**config.mk**
```make
export PLATFORM = sky130hd
export DESIGN_NAME = mul_share_arbiter
export DESIGN_NICKNAME = d
export VERILOG_FILES = /design/src/rtl/mul_share_arbiter_pkg.sv /design/src/rtl/mul_share_arbiter_mul_pipe.sv /design/src/rtl/mul_share_arbiter.sv
export SDC_FILE = /design/constraint.sdc
export NUM_CORES = 1
export LEC_CHECK = 0
export CORE_MARGIN = 2
export CORE_UTILIZATION = 60
export DETAILED_ROUTE_END_ITERATION = 6
export DONT_BUFFER_PORTS = 1
export GPL_ROUTABILITY_DRIVEN = 0
export PLACE_DENSITY = 0.76
export REMOVE_ABC_BUFFERS = 1
export SYNTH_ARGS = -nofsm -noshare
export SYNTH_HDL_FRONTEND = slang
export SYNTH_SLANG_ARGS = --single-unit
```
**constraint.sdc**
```tcl
create_clock -name clk -period 9.6 [get_ports clk]
set_input_delay 1.92 -clock clk [delete_from_list [all_inputs] [get_ports clk]]
set_output_delay 1.92 -clock clk [all_outputs]
set_load 0.01 [all_outputs]
```
**src/rtl/mul_share_arbiter_pkg.sv**
```systemverilog
// Shared constants and tag record for the shared multiplier arbiter.
// Multiplier widths, pipeline depth and the {valid, id} tag type.
package mul_share_arbiter_pkg;

  localparam int MUL_IN_W   = 16;
  localparam int MUL_OUT_W  = 31;
  localparam int MUL_STAGES = 3;
  localparam int ID_MAX_W   = 3;

  typedef struct packed {
    logic                valid;
    logic [ID_MAX_W-1:0] id;
  } tag_t;

endpackage

```
**src/rtl/mul_share_arbiter_mul_pipe.sv**
```systemverilog
// mul_pipe_16x16: 3-stage signed 16x16 multiplier, product truncated to 31 bits.
// Ports: clk, ce (stage enable), a/b operands, p registered product.
module mul_pipe_16x16
  import mul_share_arbiter_pkg::*;
(
  input  logic                 clk,
  input  logic                 ce,
  input  logic [MUL_IN_W-1:0]  a,
  input  logic [MUL_IN_W-1:0]  b,
  output logic [MUL_OUT_W-1:0] p
);

  localparam int EXT_W = MUL_OUT_W - MUL_IN_W;

  logic [MUL_IN_W-1:0]  a_q;
  logic [MUL_IN_W-1:0]  b_q;
  logic [MUL_OUT_W-1:0] a_x;
  logic [MUL_OUT_W-1:0] b_x;
  logic [MUL_OUT_W-1:0] prod_q;

  // Sign-extend to the product width; the low 31 bits of the
  // product are the truncated signed result.
  assign a_x = {{EXT_W{a_q[MUL_IN_W-1]}}, a_q};
  assign b_x = {{EXT_W{b_q[MUL_IN_W-1]}}, b_q};

  always_ff @(posedge clk) begin
    if (ce) begin
      a_q    <= a;
      b_q    <= b;
      prod_q <= a_x * b_x;
      p      <= prod_q;
    end
  end

endmodule

```
**src/rtl/mul_share_arbiter.sv**
```systemverilog
// Round-robin arbiter sharing one pipelined 16x16 multiplier among requesters.
// Ports: req_valid/ready/a/b per requester, res_valid/ready/id/data, busy.
module mul_share_arbiter
  import mul_share_arbiter_pkg::*;
#(
  parameter int NUM_REQ = 2,
  parameter int ID_W    = 1
) (
  input  logic                          clk,
  input  logic                          reset,
  input  logic [NUM_REQ-1:0]            req_valid,
  output logic [NUM_REQ-1:0]            req_ready,
  input  logic [NUM_REQ*MUL_IN_W-1:0]   req_a,
  input  logic [NUM_REQ*MUL_IN_W-1:0]   req_b,
  output logic                          res_valid,
  input  logic                          res_ready,
  output logic [ID_W-1:0]               res_id,
  output logic [MUL_OUT_W-1:0]          res_data,
  output logic                          busy
);

  localparam int LAST = MUL_STAGES - 1;

  tag_t                 tag_q [MUL_STAGES];
  logic                 ce;
  logic                 xfer;
  logic                 found;
  logic [ID_W-1:0]      rr_ptr;
  logic [ID_W-1:0]      gnt_id;
  logic [ID_W:0]        idx;
  logic [NUM_REQ-1:0]   gnt;
  logic [MUL_IN_W-1:0]  a_sel;
  logic [MUL_IN_W-1:0]  b_sel;
  logic [MUL_OUT_W-1:0] p;
  logic                 unused_id_hi;

  assign ce = ~(tag_q[LAST].valid & ~res_ready);

  // Scan from rr_ptr with wraparound; first valid requester wins.
  always_comb begin
    gnt    = '0;
    gnt_id = '0;
    found  = 1'b0;
    idx    = '0;
    for (int k = 0; k < NUM_REQ; k++) begin
      idx = {1'b0, rr_ptr} + (ID_W+1)'(k);
      if (idx >= (ID_W+1)'(NUM_REQ))
        idx = idx - (ID_W+1)'(NUM_REQ);
      if (!found && req_valid[idx[ID_W-1:0]]) begin
        found  = 1'b1;
        gnt_id = idx[ID_W-1:0];
      end
    end
    if (found)
      gnt[gnt_id] = 1'b1;
  end

  assign req_ready = (ce && !reset) ? gnt : '0;
  assign xfer      = |req_ready;

  assign a_sel = req_a[gnt_id*MUL_IN_W +: MUL_IN_W];
  assign b_sel = req_b[gnt_id*MUL_IN_W +: MUL_IN_W];

  mul_pipe_16x16 u_mul (
    .clk (clk),
    .ce  (ce),
    .a   (a_sel),
    .b   (b_sel),
    .p   (p)
  );

  always_ff @(posedge clk or posedge reset) begin
    if (reset) begin
      rr_ptr <= '0;
      for (int i = 0; i < MUL_STAGES; i++)
        tag_q[i] <= '0;
    end else if (ce) begin
      tag_q[0].valid <= xfer;
      tag_q[0].id    <= ID_MAX_W'(gnt_id);
      for (int i = 1; i < MUL_STAGES; i++)
        tag_q[i] <= tag_q[i-1];
      if (xfer)
        rr_ptr <= (gnt_id == ID_W'(NUM_REQ-1))
                  ? '0 : gnt_id + 1'b1;
    end
  end

  always_comb begin
    busy = 1'b0;
    for (int i = 0; i < MUL_STAGES; i++)
      busy = busy | tag_q[i].valid;
  end

  // Data registers are not reset; mask them whenever the tag is empty.
  assign res_valid = tag_q[LAST].valid;
  assign res_id    = res_valid ? tag_q[LAST].id[ID_W-1:0] : '0;
  assign res_data  = res_valid ? p : '0;

  assign unused_id_hi = ^tag_q[LAST].id;

endmodule

```
==> results of run 1 <==
[critical path, delay by kind of cell (launching register included)]
kind | cells | cell delay (ns)
compound gates | 3 | 0.78
fa+ha+maj | 7 | 3.68
buf+inv | 3 | 0.49
flops | 1 | 0.65
simple gates | 5 | 1.01
[per-layer routing]
metal	GRT usage	wire length, um
met1	0.319	10900
met2	0.442	14900
met3	0.0372	1200
met4	0.0795	820
met5	0	0
[kinds of logic after synthesis]
group	synth area share
simple gates	0.142
fa+ha+maj	0.456
buf+inv	0.0898
flops	0.223
compound gates	0.0429
mux	0.0268
xor+xnor	0.0196
[state kept, by name, indices dropped and copies added, names as in the netlist]
name / flops
u_mul.prod_q: 31
u_mul.b_q: 16
res_valid: 1
u_mul.p: 31
tag_q: 5
u_mul.a_q: 16
rr_ptr: 1
[cells in the final DEF, fill, tap and decap left out, types with 4 or more instances in the layout]
cell / netlist / routed
sky130_fd_sc_hd__inv_1: 278 / 277
sky130_fd_sc_hd__ha_1: 80 / 80
sky130_fd_sc_hd__nand3_1: 5 / 5
sky130_fd_sc_hd__o21ai_1: 6 / 5
sky130_fd_sc_hd__clkbuf_16: 0 / 10
sky130_fd_sc_hd__mux2_2: 32 / 32
sky130_fd_sc_hd__nand2_1: 151 / 151
sky130_fd_sc_hd__nor3_1: 6 / 6
sky130_fd_sc_hd__o21ai_0: 8 / 8
sky130_fd_sc_hd__a21o_1: 11 / 11
sky130_fd_sc_hd__and2_1: 154 / 154
sky130_fd_sc_hd__nor2b_1: 4 / 4
sky130_fd_sc_hd__xor2_1: 11 / 11
sky130_fd_sc_hd__nor2_1: 32 / 32
sky130_fd_sc_hd__buf_4: 0 / 4
sky130_fd_sc_hd__fa_1: 256 / 256
sky130_fd_sc_hd__nand2b_1: 10 / 10
sky130_fd_sc_hd__dfrtp_1: 7 / 7
sky130_fd_sc_hd__a21oi_1: 20 / 20
sky130_fd_sc_hd__a211oi_1: 6 / 6
sky130_fd_sc_hd__edfxtp_1: 94 / 94
sky130_fd_sc_hd__xnor2_1: 19 / 19
[worst max-delay path by stage]
stage / slack (ns) / cells past startpoint / startpoint / to
3_5_place_dp: 2.85 / 18 / u_mul.a_q[15] / u_mul.prod_q[28]
2_1_floorplan: 3.56 / 17 / u_mul.a_q[15] / u_mul.prod_q[28]
4_1_cts: 2.79 / 18 / u_mul.a_q[15] / u_mul.prod_q[28]
5_1_grt: 2.42 / 18 / u_mul.a_q[15] / u_mul.prod_q[28]
6_report: 2.73 / 18 / u_mul.a_q[15] / u_mul.prod_q[28]
3_3_place_gp: 2.94 / 18 / u_mul.a_q[15] / u_mul.prod_q[28]
[stage by stage]
step	hold WS (ns)	utilization	setup slack, ns	instance area (um2)
after floorplan	0.400	-	3.56	13300
final	0.412	0.639	2.73	14000
after global placement	0.401	0.624	2.94	13700
after CTS	0.413	0.638	2.79	14000
after global routing	0.425	0.638	2.42	14000
after detailed placement	0.405	0.624	2.85	13700
[area by class of cell]
type	instances	area (um2)	area share
multi-input combinational	856	9250	0.661
sequential	101	3000	0.214
inverter	278	1050	0.0748
tap	280	350	0.0251
clock buffer	11	264	0.0189
clock inverter	5	43.8	0.00313
timing repair buffer	4	30.0	0.00215
antenna	1	2.50	0.000179
==> impl_metrics.toml, run 1 <==
[clock_network]
cts.root.buffer_cell = "sky130_fd_sc_hd__clkbuf_16"
clk_latency_ns = 0.36
clkSlewWorstSetupHoldPaths_ns = 0.07
max-clock-path-buffers = 2
postCtsSetupRepairBufs = 0
cts_tree = "yes"
hold_buffers = 0
cts_sinks = 101
h_tree_depth = 3
cts-resized-gates = 0
cts_buffers = 9

[min_path]
worst_hold_path.endpoint = "u_mul.p[7]"
holdCritPathClass = "reg -> reg"
timing.hold.worst.start = "u_mul.prod_q[7]"
hold_depth = 0

[yosys]
asyncSetResetFlopFracSynth = 0.0693
synth_cell_types = 54
synthTopCellsByArea = "sky130_fd_sc_hd__fa_1, sky130_fd_sc_hd__edfxtp_1, sky130_fd_sc_hd__inv_1"
ys.flop_type = "sky130_fd_sc_hd__edfxtp_1"
synthesis.area_per_instance_um2 = 10.5
synth_most_common_cell = "sky130_fd_sc_hd__inv_1"
synth_top_cell_area_share = 0.381
syn_area_um2 = 13400
synth.ff_latch_count = 101
synth-edff-count = 94
post_synth_inst_count = 1276
largest_area_contributor_in_the_netlist = "sky130_fd_sc_hd__fa_1"
yosysSeqAreaShare = 0.223
synth-warning-count = 0
cell_types_with_the_highest_counts_after_synthesis = "sky130_fd_sc_hd__inv_1, sky130_fd_sc_hd__fa_1, sky130_fd_sc_hd__and2_1, sky130_fd_sc_hd__nand2_1, sky130_fd_sc_hd__edfxtp_1"

[drt]
drt-total-wl_um = 27800
post_drt_wl_per_cell_um = 18.1
remaining_drc_errors = 0
drt-pass1-iter-count = 5
dr_iter_0_viols = 438
routed-via-count = 8502
drtAntennaViolNets = 0
avgViaCountPerCell = 5.54

[floorplan]
io-pin-count = 105
die_w_um = 154
floorplan.die_area_um2 = 23600
core_area_um2 = 21900
die_height_um = 154
initial_standard_cell_utilization_of_the_core = 0.614
floorplan.rows = 54

[critical_path]
r2r_setup_slack_ns = 2.73
critPathMostFrequentCell = "sky130_fd_sc_hd__fa_1"
critical-path-slowest-cell = "sky130_fd_sc_hd__fa_1"
launching_element_type_of_the_critical_path = "flop"
timing.critical_path.required_ns = 9.71
cp_slowest_stage_delay_ns = 0.75
arrival_ns = 6.98
critical_path.endpoint_type = "flop"
cp_cell_sequence = "nand2_1 > inv_1 > fa_1 > inv_1 > fa_1 > inv_1 > fa_1 > fa_1 > fa_1 > fa_1 > ha_1 > nand3_1 > nor3_1 > nand2_1 > a21oi_1 > o211ai_2 > and2_1 > a211o_1"
r2r-start = "u_mul.a_q[15]"
timing.rr.end = "u_mul.prod_q[28]"
critical_path_class = "reg -> reg"
reg2reg_depth = 18
path_max_fanout = 17

[sta]
post-route-period-util = 0.716
setup_total_negative_slack_ns = 0
fmaxAchievable_mhz = 146
clock_skew_ns = 0.0121
timing.final.setup_violations = 0
finalHoldViolations = 0
timing.max_slew.rel_slack = 0.175
min_period_ns = 6.87
max_slew_vio_count = 0
rsz0062_at_grt = "no"
worst_slew_pin_slew_ns = 1.21

[global_routing]
initial_antenna_violation_count = 0
globalRouteOverflowTotal = 0
grt_start_max_net_pins = 80
vias_in_the_first_global_route = 9066
wire_length_of_the_first_global_routing_pass_um = 45600
globalRouteTotalUtil = 0.250

[placed_design]
hpwl_um = 22500
placedCellCount = 1519
input_output_buffers = 0

[cells_and_area]
final_standard_cell_count_with_taps_included_and_fillers_excluded = 1536
flow.area_growth_from_synthesis_pct = 4.03
drive_above_1_share = 0.0558
n_fill_cell = 1720
nNetsFinal = 1655

[run]
number_of_maximum_capacitance_violations = 0

[run_status]
run_status = "completed"
Power of run 1 is not shown: default switching activity piles up to over one toggle a cycle in this logic, so the estimate is an artifact.
==> inputs of run 2 (changes only) <==
clock period = 6.4 ns   (was 9.6 ns; I/O delays follow)
==> run 2 against run 1 <==
Via count up 4.5%. Non-clock buffer count up 86. Die area unchanged. Register-to-register slack worse by 2.6 ns. Clock skew down 0.0045 ns. Worst setup slack worse by 2.6 ns. Worst hold slack better by 0.0065 ns. Flip-flop and latch count unchanged. Global-route usage up 1.2 points. Critical path depth up 4. Final cell count up 5.5%. Critical path type unchanged. Largest cell class unchanged.
==> impl_metrics.toml, run 2 (same netlist as run 1, synthesis figures left out) <==
[run_status]
run_status = "completed"

[critical_path]
critPathMostFrequentCell = "sky130_fd_sc_hd__fa_1"
cpLargestDelayFamily = "adder cells"
worstPathBufferInverterCount = 7
critical_path.endpoint_type = "flop"
critical-path-slowest-cell = "sky130_fd_sc_hd__fa_1"
critical_path_class = "reg -> reg"
launching_element_type_of_the_critical_path = "flop"
arrival_ns = 6.45
path_max_fanout = 6
cp_cell_sequence = "buf_4 > buf_4 > and2_1 > fa_1 > inv_1 > fa_1 > fa_1 > inv_1 > fa_1 > fa_1 > inv_1 > fa_1 > inv_1 > ha_1 > nand4_2 > nor2_2 > nand4_2 > a211oi_2 > o31ai_2 > buf_4 > a2111o_1 > o211ai_2"
timing.critical_path.required_ns = 6.60
cp_slowest_stage_delay_ns = 0.53

[sta]
post-route-period-util = 0.976
finalHoldViolations = 0
fmaxAchievable_mhz = 160
hold-worst-slack_ns = 0.419
min_period_ns = 6.25
clock_skew_ns = 0.00755
timing.max_slew.rel_slack = 0.140
worst_slew_pin_slew_ns = 1.26
max_slew_vio_count = 0
setup_total_negative_slack_ns = 0
timing.final.setup_violations = 0

[floorplan]
core_area_um2 = 21900
die_w_um = 154
floorplan.rows = 54
die_height_um = 154
floorplan.die_area_um2 = 23600
io-pin-count = 105
initial_standard_cell_utilization_of_the_core = 0.614

[placed_design]
input_output_buffers = 0
hpwl_um = 24300

[cells_and_area]
finalCoreUtilization = 0.672
layout.cells.most_common = "sky130_fd_sc_hd__inv_1"
num_antenna_cells = 0
drive_above_1_share = 0.123
flow.area_growth_from_synthesis_pct = 9.49
nNetsFinal = 1741
most-common-layout-cells = "sky130_fd_sc_hd__inv_1, sky130_fd_sc_hd__fa_1, sky130_fd_sc_hd__and2_1"
largest_registers = "u_mul.p (31), u_mul.prod_q (31)"
n_fill_cell = 1620

[drt]
remaining_drc_errors = 0
drt-total-wl_um = 30000
dr_iter_0_viols = 478
drt-pass1-iter-count = 5
post_drt_wl_per_cell_um = 18.5
routed-via-count = 8884
avgViaCountPerCell = 5.48
drtAntennaViolNets = 0

[global_routing]
vias_in_the_first_global_route = 9590
globalRouteOverflowTotal = 0
grt_start_max_net_pins = 78
globalRouteTotalUtil = 0.262
initial_antenna_violation_count = 0
wire_length_of_the_first_global_routing_pass_um = 47800

[clock_network]
cts_buffers = 9
clkSlewWorstSetupHoldPaths_ns = 0.08
cts.root.buffer_cell = "sky130_fd_sc_hd__clkbuf_16"
cts_tree = "yes"
clk_latency_ns = 0.36
max-clock-path-buffers = 2
cts_sinks = 101
h_tree_depth = 3

[min_path]
holdCritPathClass = "reg -> reg"

[run]
number_of_maximum_capacitance_violations = 0
-- run 2: final timing paths --
check / cells past startpoint / to / slack (ns) / from
worst max-delay path: 22 / u_mul.prod_q[27] / 0.15 / u_mul.b_q[4]
worst min-delay path: 0 / u_mul.p[10] / 0.42 / u_mul.prod_q[10]
worst max register to register: 22 / u_mul.prod_q[27] / 0.15 / u_mul.b_q[4]
worst min register to register: 0 / u_mul.p[10] / 0.42 / u_mul.prod_q[10]
max in group asynchronous: 1 / tag_q[0] / 5.47 / reset
min in group asynchronous: 1 / res_valid / 0.73 / reset
-- run 2: routing by layer --
layer | track usage | part of all wire
met1 | 0.326 | 0.37
met2 | 0.451 | 0.52
met3 | 0.0468 | 0.057
met4 | 0.117 | 0.049
met5 | 0 | 0
-- run 2: final cells by class --
type / instances / area [um2] / area share
tap: 280 / 350 / 0.0238
inverter: 278 / 1050 / 0.0711
timing repair buffer: 90 / 733 / 0.0498
clock inverter: 6 / 48.8 / 0.00332
sequential: 101 / 3000 / 0.204
clock buffer: 10 / 250 / 0.0170
multi-input combinational: 856 / 9290 / 0.631
-- run 2: stage by stage --
step                cell area [um2]  std cells  setup WS (ns)
finish                        14700       1621          0.154
global placement              14000       1564         0.0585
floorplan                     13300       1235          0.356
global route                  14700       1621       -0.00264
CTS                           14400       1583         0.0448
detailed placement            14000       1564        -0.0198
-- run 2: repair_timing --
item                                    4_1_cts  5_1_grt
cloned                                        0        0
resized for setup                             1        9
endpoints found under the setup margin        1        9
hold buffers                                  0        0
setup buffers                                 3       38
pin swaps                                     0        2
Power of run 2 is left out for the same reason.
==> inputs of run 3 (changes only) <==
ABC_AREA = 1   (was unset)
CORE_ASPECT_RATIO = 1.75   (was unset)
GPL_TIMING_DRIVEN = 0   (was unset)
==> run 3 against run 2 <==
Area after synthesis grew 4.9%. First-iteration DRC count rose by 37%. Routed wire length up 5.5%. Flip-flop and latch count is the same. Fmax increased by 1.7%. Sequential share of layout area increased by 0.077 points. Worst setup slack better by 0.10 ns. Non-clock buffer count down 72. Global-route usage rose by 2.1 points. Utilization is 4.1 points lower. Worst hold slack improved by 0.0012 ns.
==> impl_metrics.toml, run 3 <==
[run_status]
run_status = "completed"

[global_routing]
vias_in_the_first_global_route = 11200
initial_antenna_violation_count = 0
wire_length_of_the_first_global_routing_pass_um = 53200
globalRouteTotalUtil = 0.283
globalRouteOverflowTotal = 0
grt_start_max_net_pins = 68

[yosys]
synth-warning-count = 0
yosysSeqAreaShare = 0.213
synth-edff-count = 94
synth_most_common_cell = "sky130_fd_sc_hd__nand2_1"
syn_area_um2 = 14100
asyncSetResetFlopFracSynth = 0.0693
synth_cell_types = 37
synth.ff_latch_count = 101
largest_area_contributor_in_the_netlist = "sky130_fd_sc_hd__fa_1"
ys.flop_type = "sky130_fd_sc_hd__edfxtp_1"
synthesis.area_per_instance_um2 = 8.51
synthTopCellsByArea = "sky130_fd_sc_hd__fa_1, sky130_fd_sc_hd__edfxtp_1, sky130_fd_sc_hd__nand2_1"
post_synth_inst_count = 1656
synth_top_cell_area_share = 0.364
cell_types_with_the_highest_counts_after_synthesis = "sky130_fd_sc_hd__nand2_1, sky130_fd_sc_hd__inv_1, sky130_fd_sc_hd__fa_1, sky130_fd_sc_hd__edfxtp_1, sky130_fd_sc_hd__ha_1"

[critical_path]
r2r_setup_slack_ns = 0.26
path_max_fanout = 16
critical_path_class = "reg -> reg"
reg2reg_depth = 19
cp_slowest_stage_delay_ns = 0.85
critPathMostFrequentCell = "sky130_fd_sc_hd__fa_1"
arrival_ns = 6.28
critical-path-slowest-cell = "sky130_fd_sc_hd__edfxtp_1"
cp_cell_sequence = "nand2_1 > fa_1 > inv_1 > fa_1 > inv_1 > fa_1 > fa_1 > inv_1 > fa_1 > fa_1 > ha_1 > a21oi_1 > o21ai_0 > a21oi_1 > nand2_1 > nor2_1 > inv_1 > nand2_1 > nand2_1"
timing.rr.end = "u_mul.prod_q[30]"
timing.critical_path.required_ns = 6.54
critical_path.endpoint_type = "flop"
launching_element_type_of_the_critical_path = "flop"
r2r-start = "u_mul.b_q[8]"

[drt]
drtAntennaViolNets = 0
dr_iter_0_viols = 656
remaining_drc_errors = 0
post_drt_wl_per_cell_um = 16.4
drt-total-wl_um = 31600
routed-via-count = 10200
avgViaCountPerCell = 5.30
drt-pass1-iter-count = 6

[cells_and_area]
largest_registers = "u_mul.p (31), u_mul.prod_q (31)"
nNetsFinal = 2020
n_fill_cell = 1908
layout.cells.most_common = "sky130_fd_sc_hd__nand2_1"
num_antenna_cells = 0
flow.area_growth_from_synthesis_pct = 4.03
most-common-layout-cells = "sky130_fd_sc_hd__nand2_1, sky130_fd_sc_hd__inv_1, sky130_fd_sc_hd__fa_1"
drive_above_1_share = 0.0358

[floorplan]
initial_standard_cell_utilization_of_the_core = 0.606
floorplan.rows = 74
io-pin-count = 105
die_w_um = 120
die_height_um = 207
floorplan.die_area_um2 = 24800
core_area_um2 = 23200

[placed_design]
hpwl_um = 25300
input_output_buffers = 0

[clock_network]
cts.root.buffer_cell = "sky130_fd_sc_hd__clkbuf_16"
cts_tree = "yes"
clkSlewWorstSetupHoldPaths_ns = 0.08
clk_latency_ns = 0.38
max-clock-path-buffers = 2
h_tree_depth = 3
cts_sinks = 101
hold_buffers = 0
cts_buffers = 9

[run]
number_of_maximum_capacitance_violations = 0

[sta]
rsz0062_at_grt = "no"
setup_total_negative_slack_ns = 0
post-route-period-util = 0.960
fmaxAchievable_mhz = 163
timing.final.setup_violations = 0
finalHoldViolations = 0
clock_skew_ns = 0.00958
timing.max_slew.rel_slack = 0.166
worst_slew_pin_slew_ns = 1.25
min_period_ns = 6.14
max_slew_vio_count = 0

[min_path]
holdCritPathClass = "reg -> reg"
worst_hold_path.endpoint = "u_mul.p[20]"
timing.hold.worst.start = "u_mul.prod_q[20]"
hold_depth = 0
==> run 3: changes by cell type in the layout (fill, tap and decap cells not counted), moves of 9 or more <==
cell,delta
sky130_fd_sc_hd__nor2_1,+16
sky130_fd_sc_hd__nand2_1,+338
sky130_fd_sc_hd__inv_1,+187
sky130_fd_sc_hd__buf_4,-68
sky130_fd_sc_hd__nand3_1,+24
sky130_fd_sc_hd__a21o_1,-9
sky130_fd_sc_hd__a21oi_1,+15
sky130_fd_sc_hd__xnor2_1,-13
sky130_fd_sc_hd__nand2b_1,-9
sky130_fd_sc_hd__and2_1,-153
sky130_fd_sc_hd__mux2_2,-31
==> run 3: timing repair <==
item                                    in CTS  in global routing
endpoints found under the setup margin       2                  6
gates resized for setup                      0                  3
pin swaps                                    0                  0
buffers inserted                             1                 15
==> run 3: logic make-up (layout without fill, tap and decap cells) <==
| family | after synthesis | after routing | synth area share |
|---|---|---|---|
| flip-flops | 101 | 101 | 0.213 |
| AND/OR/NAND/NOR | 597 | 597 | 0.170 |
| AO/OA/AOI/OAI | 59 | 59 | 0.0223 |
| multiplexers | 1 | 1 | 0.000799 |
| adder cells (fa/ha/maj) | 336 | 336 | 0.435 |
| XOR/XNOR | 24 | 24 | 0.0149 |
| buffers and inverters | 538 | 502 | 0.145 |
==> run 3: how the worst max path moves through the flow <==
stage,start,endpoint,slack (ns),cells after the start
after floorplan,u_mul.a_q[15],u_mul.prod_q[30],0.72,22
after global placement,u_mul.b_q[1],u_mul.prod_q[30],0.04,21
after detailed placement,u_mul.b_q[1],u_mul.prod_q[30],-0.03,21
after CTS,u_mul.a_q[15],u_mul.prod_q[30],0.02,21
after global routing,u_mul.a_q[15],u_mul.prod_q[30],0.03,21
final,u_mul.b_q[8],u_mul.prod_q[30],0.26,19
==> run 3: stage by stage <==
step | std cells | utilization | worst slack, ns | cell area [um2] | hold slack (ns)
6_report | 1924 | 0.631 | 0.258 | 14700 | 0.420
3_3_place_gp | 1890 | 0.611 | 0.0431 | 14200 | 0.401
4_1_cts | 1909 | 0.626 | 0.0154 | 14500 | 0.421
3_5_place_dp | 1892 | 0.613 | -0.0330 | 14200 | 0.405
5_1_grt | 1924 | 0.631 | 0.0275 | 14700 | 0.424
2_1_floorplan | 1586 | - | 0.723 | 13800 | 0.400
==> run 3: critical path: cells and delay by family, from the launching register on <==
kind	cells	cell delay (ns)
adders and majority gates	7	3.54
DFF	1	0.85
and+or+nand+nor	5	0.66
AOI/OAI and AO/OA	3	0.47
buffers and inverters	4	0.40
==> run 3: routing by layer <==
metal | track usage | part of all wire
met5 | 0 | 0
met4 | 0.245 | 0.096
met3 | 0.0305 | 0.050
met2 | 0.519 | 0.53
met1 | 0.281 | 0.32
==> run 3: layout make-up <==
| cell class | count | area, um2 | share of cell area |
|---|---|---|---|
| well taps | 304 | 380 | 0.0259 |
| flip-flops and latches | 101 | 3000 | 0.205 |
| clock buffers | 9 | 225 | 0.0154 |
| clock inverters | 7 | 72.6 | 0.00495 |
| inverters | 468 | 1760 | 0.120 |
| repair buffers | 18 | 156 | 0.0107 |
| multi-input cells | 1017 | 9070 | 0.619 |
Power of run 3 is left out for the same reason.
